--- src/rtl/x2050_brk_arb.sv ---
// x2050_brk_arb: break-in request arbiter that selects a channel routine for br and tracks its owner
// Ports: i_clk, i_reset_n (sync, active-low); i_req[NCH] request levels; i_ch_addr[NCH*AW]
// per-channel start addresses; i_firstcycle / i_break_out from br; o_routine_request and
// o_routine_addr to br; o_grant (one-hot owner); o_ack (one-cycle accept pulse); o_busy; o_error (sticky).
// Optional X2050_BRK_RR_EN: round-robin arbitration instead of fixed priority (index 0 highest).
module x2050_brk_arb #(
  parameter int NCH = 4,
  parameter int AW  = 13
) (
  input  logic              i_clk,
  input  logic              i_reset_n,
  input  logic [NCH-1:0]    i_req,
  input  logic [NCH*AW-1:0] i_ch_addr,
  input  logic              i_firstcycle,
  input  logic              i_break_out,
  output logic              o_routine_request,
  output logic [AW-1:0]     o_routine_addr,
  output logic [NCH-1:0]    o_grant,
  output logic [NCH-1:0]    o_ack,
  output logic              o_busy,
  output logic              o_error
);
  localparam int SW = (NCH > 1) ? $clog2(NCH) : 1;
  localparam logic [NCH-1:0] ONE = NCH'(1);
  typedef enum logic [1:0] {IDLE, REQ, RUN} state_t;
  state_t state, state_n;
  logic armed, armed_n, err, err_n;
  logic [SW-1:0] sel, sel_n, win;
  logic [AW-1:0] addr, addr_n;
  logic [NCH-1:0] grant, grant_n, ack, ack_n, mask;
`ifdef X2050_BRK_RR_EN
  logic [SW-1:0] ptr;
`endif
  // the running owner never competes for its own chain
  assign mask = (state == RUN) ? (i_req & ~grant) : i_req;
  always_comb begin
    win = '0;
`ifdef X2050_BRK_RR_EN
    for (int i = NCH; i >= 1; i--)
      if (mask[(int'(ptr) + i) % NCH]) win = SW'((int'(ptr) + i) % NCH);
`else
    for (int i = NCH - 1; i >= 0; i--)
      if (mask[i]) win = SW'(i);
`endif
  end
  always_comb begin
    state_n = state;
    armed_n = armed;
    sel_n   = sel;
    addr_n  = addr;
    grant_n = grant;
    ack_n   = '0;
    err_n   = err;
    if (state == IDLE) begin
      err_n = err | i_firstcycle | i_break_out;
      if (|i_req) begin
        sel_n   = win;
        addr_n  = i_ch_addr[int'(win)*AW +: AW];
        state_n = REQ;
      end
    end else if (state == REQ) begin
      err_n = err | i_break_out;
      if (i_firstcycle) begin
        ack_n   = ONE << sel;
        grant_n = ONE << sel;
        state_n = RUN;
      end
    end else if (i_firstcycle && armed) begin
      // chain: ownership moves directly, a simultaneous break_out is a protocol error
      err_n   = err | i_break_out;
      ack_n   = ONE << sel;
      grant_n = ONE << sel;
      armed_n = 1'b0;
    end else if (i_break_out) begin
      err_n   = err | i_firstcycle;
      grant_n = '0;
      armed_n = 1'b0;
      state_n = armed ? REQ : IDLE;
    end else begin
      err_n = err | i_firstcycle;
      if (|mask && !armed) begin
        sel_n   = win;
        addr_n  = i_ch_addr[int'(win)*AW +: AW];
        armed_n = 1'b1;
      end
    end
  end
  always_ff @(posedge i_clk) begin
    if (!i_reset_n) begin
      state <= IDLE;
      armed <= 1'b0;
      sel   <= '0;
      addr  <= '0;
      grant <= '0;
      ack   <= '0;
      err   <= 1'b0;
`ifdef X2050_BRK_RR_EN
      ptr   <= SW'(NCH - 1);
`endif
    end else begin
      state <= state_n;
      armed <= armed_n;
      sel   <= sel_n;
      addr  <= addr_n;
      grant <= grant_n;
      ack   <= ack_n;
      err   <= err_n;
`ifdef X2050_BRK_RR_EN
      if (|ack_n) ptr <= sel;
`endif
    end
  end
  assign o_routine_request = (state == REQ) || (state == RUN && armed);
  assign o_routine_addr    = addr;
  assign o_grant           = grant;
  assign o_ack             = ack;
  assign o_busy            = state != IDLE;
  assign o_error           = err;
endmodule

--- config.mk ---
export PLATFORM = sky130hd
export DESIGN_NAME = x2050_brk_arb
export DESIGN_NICKNAME = d
export VERILOG_FILES = /design/src/rtl/x2050_brk_arb.sv
export SDC_FILE = /design/constraint.sdc
export NUM_CORES = 1
export LEC_CHECK = 0
export CAP_MARGIN = 20
export CORE_MARGIN = 1
export CORE_UTILIZATION = 39
export CTS_BUF_LIST = sky130_fd_sc_hd__clkbuf_8
export DETAILED_ROUTE_END_ITERATION = 8
export PLACE_DENSITY = 0.81
export SYNTH_ARGS = -nofsm -noshare
export SYNTH_HDL_FRONTEND = slang
export SYNTH_SLANG_ARGS = --single-unit
--- constraint.sdc ---
create_clock -name i_clk -period 2.9 [get_ports i_clk]
set_clock_uncertainty 0.2 [all_clocks]
set_input_delay 0.87 -clock i_clk [delete_from_list [all_inputs] [get_ports i_clk]]
set_output_delay 0.87 -clock i_clk [all_outputs]
set_load 0.005 [all_outputs]
== Yosys cells after proc, flatten, opt, wreduce, memory -nomap -nowiden ==
Cells that the tools add are included.
Widths: inputs -> output; s select.

* Register bits after elaboration: 27
* Input port bits: 60
* Output and inout port bits: 24
* Logic and storage cells: 82

* Multiply operators: 1
* Equal/unequal tests: 9
* Shift operators: 2
* Muxes and demuxes: 37
* Bitwise operators: 8
* Reduce and logical (&&, ||, !) cells: 18

{| class="wikitable"
|+ Operator list
! cell !! count
|-
| $mux 13 || 6
|-
| $shiftx 52x7->13 || 1
|-
| $mux 2 || 16
|-
| $mux 4 || 8
|-
| $reduce_bool 3->1 || 3
|-
| $reduce_or 4->1 || 2
|-
| $mux 1 || 7
|-
| $mul 2x4->6 const B || 1
|-
| $ne 2x2->1 const B || 3
|-
| $ne 3x3->1 const B || 2
|-
| $reduce_and 3->1 || 2
|-
| $reduce_and 5->1 || 1
|-
| $and 4x4->4 || 1
|-
| $ne 2x1->1 const B || 2
|-
| $not 4->4 || 1
|-
| $reduce_and 4->1 || 1
|-
| $reduce_bool 2->1 || 2
|-
| $shl 1x2->4 const A || 1
|-
| $logic_and 1x1->1 || 3
|-
| $not 1->1 || 3
|-
| $or 1x1->1 || 3
|-
| $eq 2x1->1 const B || 1
|-
| $eq 2x2->1 const B || 1
|-
| $logic_not 2->1 || 1
|-
| other kinds (3) || 3
|}

== Longest topological paths before layout ==
* Depth in word-level cells: 14
* Gate-level depth with buffers: 7
* Depth with buffers taken out: 5

== Worst setup path before layout ==
Ideal clock, no wire load.

* Kind: input -> register
* From: input i_req[2]
* To: register addr[0] (netlist: o_routine_addr[0])
* Library setup time: 0.117 ns
* Arrival: 2.243 ns
* Required time: 2.583 ns
* Setup slack: 0.340 ns
* Stages: 5
* Path buffers: 1
* Path through: a221oi_2 a2bb2oi_4 buf_12 mux4_2 a22o_1

* Longest elaborated chain between the ends: 12
* Elaborated cells between the ends (all ways): 19
* Classes of those cells: mul: 1; eq/ne: 1; shift: 1; mux: 10; bitwise: 1; reduce/logical: 5

{| class="wikitable"
|+ RTL lines
! what !! RTL line !! text
|-
| start: declaration || 12 || <nowiki>input logic [NCH-1:0] i_req,</nowiki>
|-
| $and 4x4->4 || 35 || <nowiki>assign mask = (state == RUN) ? (i_req & ~grant) : i_req;</nowiki>
|-
| $mux 4 || 35 ||
|-
| $mux 2 (3 in a row) || 43 || <nowiki>if (mask[i]) win = SW'(i);</nowiki>
|-
| $mul 2x4->6 || 58, 83 ||
|-
| $shiftx 52x7->13 || 58, 83 ||
|-
| $mux 13 || 81 || <nowiki>if (|mask && !armed) begin</nowiki>
|-
| $mux 13 || 74 || <nowiki>end else if (i_break_out) begin</nowiki>
|-
| $mux 13 || 68 || <nowiki>end else if (i_firstcycle && armed) begin</nowiki>
|-
| $mux 13 || 61 || <nowiki>end else if (state == REQ) begin</nowiki>
|-
| $mux 13 || 54 || <nowiki>if (state == IDLE) begin</nowiki>
|-
| end signal: assignment || 104 || <nowiki>addr <= addr_n;</nowiki>
|-
| end: declaration || 29 || <nowiki>logic [AW-1:0] addr, addr_n;</nowiki>
|}

Several ways; a longest one is shown, not always the timed one. The select of a mux whose other input is x is not followed.
A chain may end at the register's enable or synchronous reset.

== Worst setup path in the final report ==
* From: input i_req[1]
* To: register addr[7] (netlist: o_routine_addr[7])

* Longest elaborated chain between the ends: 11
* Elaborated cells between the ends (all ways): 18
* Classes of those cells: mul: 1; eq/ne: 1; shift: 1; mux: 9; bitwise: 1; reduce/logical: 5

{| class="wikitable"
|+ RTL lines
! what !! RTL line
|-
| $and 4x4->4 || 35
|-
| $mux 4 || 35
|-
| $mux 2 (2 in a row) || 43
|-
| $mul 2x4->6 || 58, 83
|-
| $shiftx 52x7->13 || 58, 83
|-
| $mux 13 || 81
|-
| $mux 13 || 74
|-
| $mux 13 || 68
|-
| $mux 13 || 61
|-
| $mux 13 || 54
|}

Several ways; a longest one is shown, not always the timed one. The select of a mux whose other input is x is not followed.

==> results by stage <==
Run status:
- The flow ran to the end, and the final reports show no timing, DRC or antenna violations.

Floorplan:
- After floorplanning, the core was divided into 21 placement rows.
- In this run the standard cell core region covers 3440 sq um.
- The die is 63.1 um wide.
- The initial cell density of the core is 0.422.
- The die span in y is 63.1 um.
- Pin placement for this block handled 84 I/O pins.
- The full die area is 3980 sq um.

Synthesis:
- The share of the Yosys chip area taken by registers is 0.372.
- Of all flip-flops after synthesis, the portion carrying an async set or reset was 0.
- The mapped netlist covers 1450 sq um.
- The number of enable flip-flop cells after synthesis is 0.
- Among all flip-flop cells after synthesis, the most frequent one is sky130_fd_sc_hd__dfxtp_1.
- The synthesized instance count is 139.
- Counting flops and latches in the post-synthesis netlist gives 27.
- Synthesis instantiated 30 different standard cells from the library.
- Yosys printed 0 warnings.
- The mean area per synthesized cell is 10.5 sq um.
- The number of nets produced by synthesis is 199.

Worst setup path:
- The capture point of the worst reg-to-reg path is o_routine_addr[7]$_SDFFE_PN0P_.
- The worst register-to-register path has a depth of 6.
- Data on the critical path arrives at its endpoint at 2.77 ns.
- The type of origin of the critical path is an input port.
- The kind of end point of the critical path is a flop.
- The worst register-to-register path begins at state[0]$_SDFFE_PN0P_.
- The register-to-register setup slack is 0.44 ns.
- The critical setup path kind is input port to flop.
- In this run the worst setup path begins at i_req[1].
- In this run the worst path has a maximum fanout of 6.
- At the worst endpoint, the required time is 2.87 ns.

Layout:
- The fraction of layout instances using a drive strength above 1 is 0.166.
- At the end of the flow the core is filled with cells to 0.725.
- The commonest non-fill, non-tap cell in the layout is sky130_fd_sc_hd__clkdlybuf4s50_1.
- The antenna cell count is 0.
- The area added between synthesis and finish is 71.6%.
- After the last flow step, the layout net total stands at 296.
- Leaving out fill and tap cells, the most frequent cells in the layout are sky130_fd_sc_hd__clkdlybuf4s50_1, sky130_fd_sc_hd__dfxtp_1, sky130_fd_sc_hd__buf_4.

Routing:
- The routed layout has 1510 vias.
- The detailed router finished its first iteration with 58 violations.
- The final layout contains routed wiring with a total length of 4490 um.
- The number of vias per cell is 5.37.
- The number of optimization iterations in the first detailed-route pass is 4.
- The wire length per cell after detailed routing is 16.0 um.
- The final antenna-violating net count is 0.
- The number of remaining DRC errors is 0.

STA:
- Setup repair after global routing left no endpoint under its margin.
- The final-report hold violation count is 0.
- The worst setup margin is 0.0944 ns.
- The final setup violation count is 0.
- The final worst-path cycle share is 0.967.
- The clock period minus final worst setup slack is 2.81 ns.
- Headroom to the max-slew limit came out at 0.596.
- The worst-case hold slack is 0.279 ns.
- At the pin with the least slew margin, the transition time is 0.606 ns.
- The max-slew violation total from the final report is 0.
- The maximum clock frequency is 0.356 GHz.

CTS:
- The TritonCTS sink count is 27.
- The clock-pin slew on the worst setup and hold paths is 0.10 ns.
- The maximum level of the CTS H-tree is 1.
- In this run the clock root is driven by a sky130_fd_sc_hd__clkbuf_8.
- The number of buffers created by CTS is 3.
- The clock network latency to the later pin of the worst-skew pair is 0.27 ns.
- In this run, post-CTS hold repair placed 0 buffers.
- TritonCTS built the clock tree.
- The number of buffers between clock root and the deepest sink is 2.

Global route:
- For this run, the total global-route usage over all layers was measured as 0.232.
- The first global-routing pass estimated 7160 um of wire.
- The initial antenna violation count came to 0.
- Summed over all layers, the global routing overflow is 0.
- The number of global-route vias before repair came to 1550.
- Entering global routing, the biggest net connects 17 pins.

Pwr:
- The overall power consumption is 936 uW.
- In this run the power density over the cells is 375 nW/um^2.
- The static power due to leakage is 0.953 nW.
- Across the VDD grid, the largest voltage drop is 0.232 mV.

Placement:
- The count of buffers added on input and output ports is 83.
- Summed over all nets, the half-perimeter wirelength after detailed placement is 3490 um.
- Prior to clock tree synthesis, the placed netlist has a worst setup slack of -0.325 ns.
- The placer congestion estimate is 0.777.

Min path:
- The depth of the worst hold-timing path is 1.
- The critical hold path startpoint is o_error$_SDFF_PN0_.
- The hold-critical path endpoint is o_error$_SDFF_PN0_.
- The class of the tightest hold or removal check is flop to flop.

Job:
- The max-capacitance violation count is 0.
## cell type report
| cell class | instances | area, sq um |
|---|---|---|
| inverters | 6 | 22.5 |
| clock buffers | 3 | 41.3 |
| fillers | 251 | 947 |
| flip-flops and latches | 27 | 542 |
| multi-input cells | 98 | 850 |
| well taps | 46 | 57.6 |
| repair buffers | 100 | 975 |
| clock inverters | 1 | 7.51 |
## cell usage after synthesis (3+ instances only)
cell type                  number  area, sq um
sky130_fd_sc_hd__dfxtp_1       27          541
sky130_fd_sc_hd__a21oi_1       13         65.1
sky130_fd_sc_hd__a22o_1        13          114
sky130_fd_sc_hd__nand2_1       11         41.3
sky130_fd_sc_hd__nor2_1        11         41.3
sky130_fd_sc_hd__mux4_2         9          203
sky130_fd_sc_hd__inv_1          6         22.5
sky130_fd_sc_hd__nand2b_1       5         31.3
sky130_fd_sc_hd__o21ai_0        5         25.0
sky130_fd_sc_hd__clkbuf_1       4         15.0
sky130_fd_sc_hd__mux4_1         4          105
sky130_fd_sc_hd__nor3_1         4         20.0
sky130_fd_sc_hd__buf_2          3         15.0
sky130_fd_sc_hd__nand3_1        3         15.0
sky130_fd_sc_hd__o221ai_1       3         26.3
## worst max path at each step
stage	endpoint	slack [ns]	cells past startpoint
floorplan	o_routine_addr[0]$_SDFFE_PN0P_	0.34	5
global placement	o_routine_addr[12]$_SDFFE_PN0P_	-0.20	7
detailed placement	o_routine_addr[12]$_SDFFE_PN0P_	-0.33	7
CTS	o_routine_addr[12]$_SDFFE_PN0P_	0.002	7
global route	o_routine_addr[7]$_SDFFE_PN0P_	0.01	6
finish	o_routine_addr[7]$_SDFFE_PN0P_	0.09	6
## metal layers
metal / GRT usage / vias up / part of all wire
li1: - / 719 / -
met1: 0.247 / 712 / 0.40
met2: 0.441 / 69 / 0.52
met3: 0.0507 / 10 / 0.064
met4: 0.0843 / 0 / 0.020
met5: 0 / - / 0
## flip-flops by register name (all words and copies together), names as in the netlist
| register | count |
|---|---|
| o_routine_addr | 13 |
| o_ack | 4 |
| o_grant | 4 |
| sel | 2 |
| state | 2 |
| armed | 1 |
| o_error | 1 |
## worst max-delay path, stage by stage
cell                              delay (ns)
sky130_fd_sc_hd__clkdlybuf4s50_1        0.47
sky130_fd_sc_hd__a21boi_1               0.25
sky130_fd_sc_hd__a2bb2oi_4              0.30
sky130_fd_sc_hd__buf_6                  0.14
sky130_fd_sc_hd__mux4_1                 0.54
sky130_fd_sc_hd__a22o_1                 0.21
## stage by stage
| step | cells | TNS [ns] | cell area, sq um |
|---|---|---|---|
| 2_1_floorplan | 139 | 0 | 1450 |
| 4_1_cts | 281 | 0 | 2480 |
| 6_report | 281 | 0 | 2490 |
| 3_3_place_gp | 276 | -2.28 | 2410 |
| 3_5_place_dp | 276 | -3.38 | 2410 |
| 5_1_grt | 281 | 0 | 2490 |
## cell families (layout without fill, tap and decap cells)
kind of cell,Yosys count,count (layout),synth area share
AO/OA/AOI/OAI,43,43,0.224
buffers and inverters,14,110,0.0499
flip-flops,27,27,0.372
multiplexers,13,13,0.212
AND/OR/NAND/NOR,42,42,0.143
## power by group
group	internal (mW)	total [mW]	switching, mW
combinational	0.196	0.295	0.0985
sequential	0.399	0.420	0.0212
clock	0.0976	0.221	0.124
total	0.693	0.936	0.243
## timing repair
item | in CTS | in global routing
gates resized for setup | 2 | 9
setup endpoints to repair | 4 | 13
pin swaps | 1 | 1
setup buffers | 1 | 0
No activity file was read; power rests on OpenSTA's default activity.
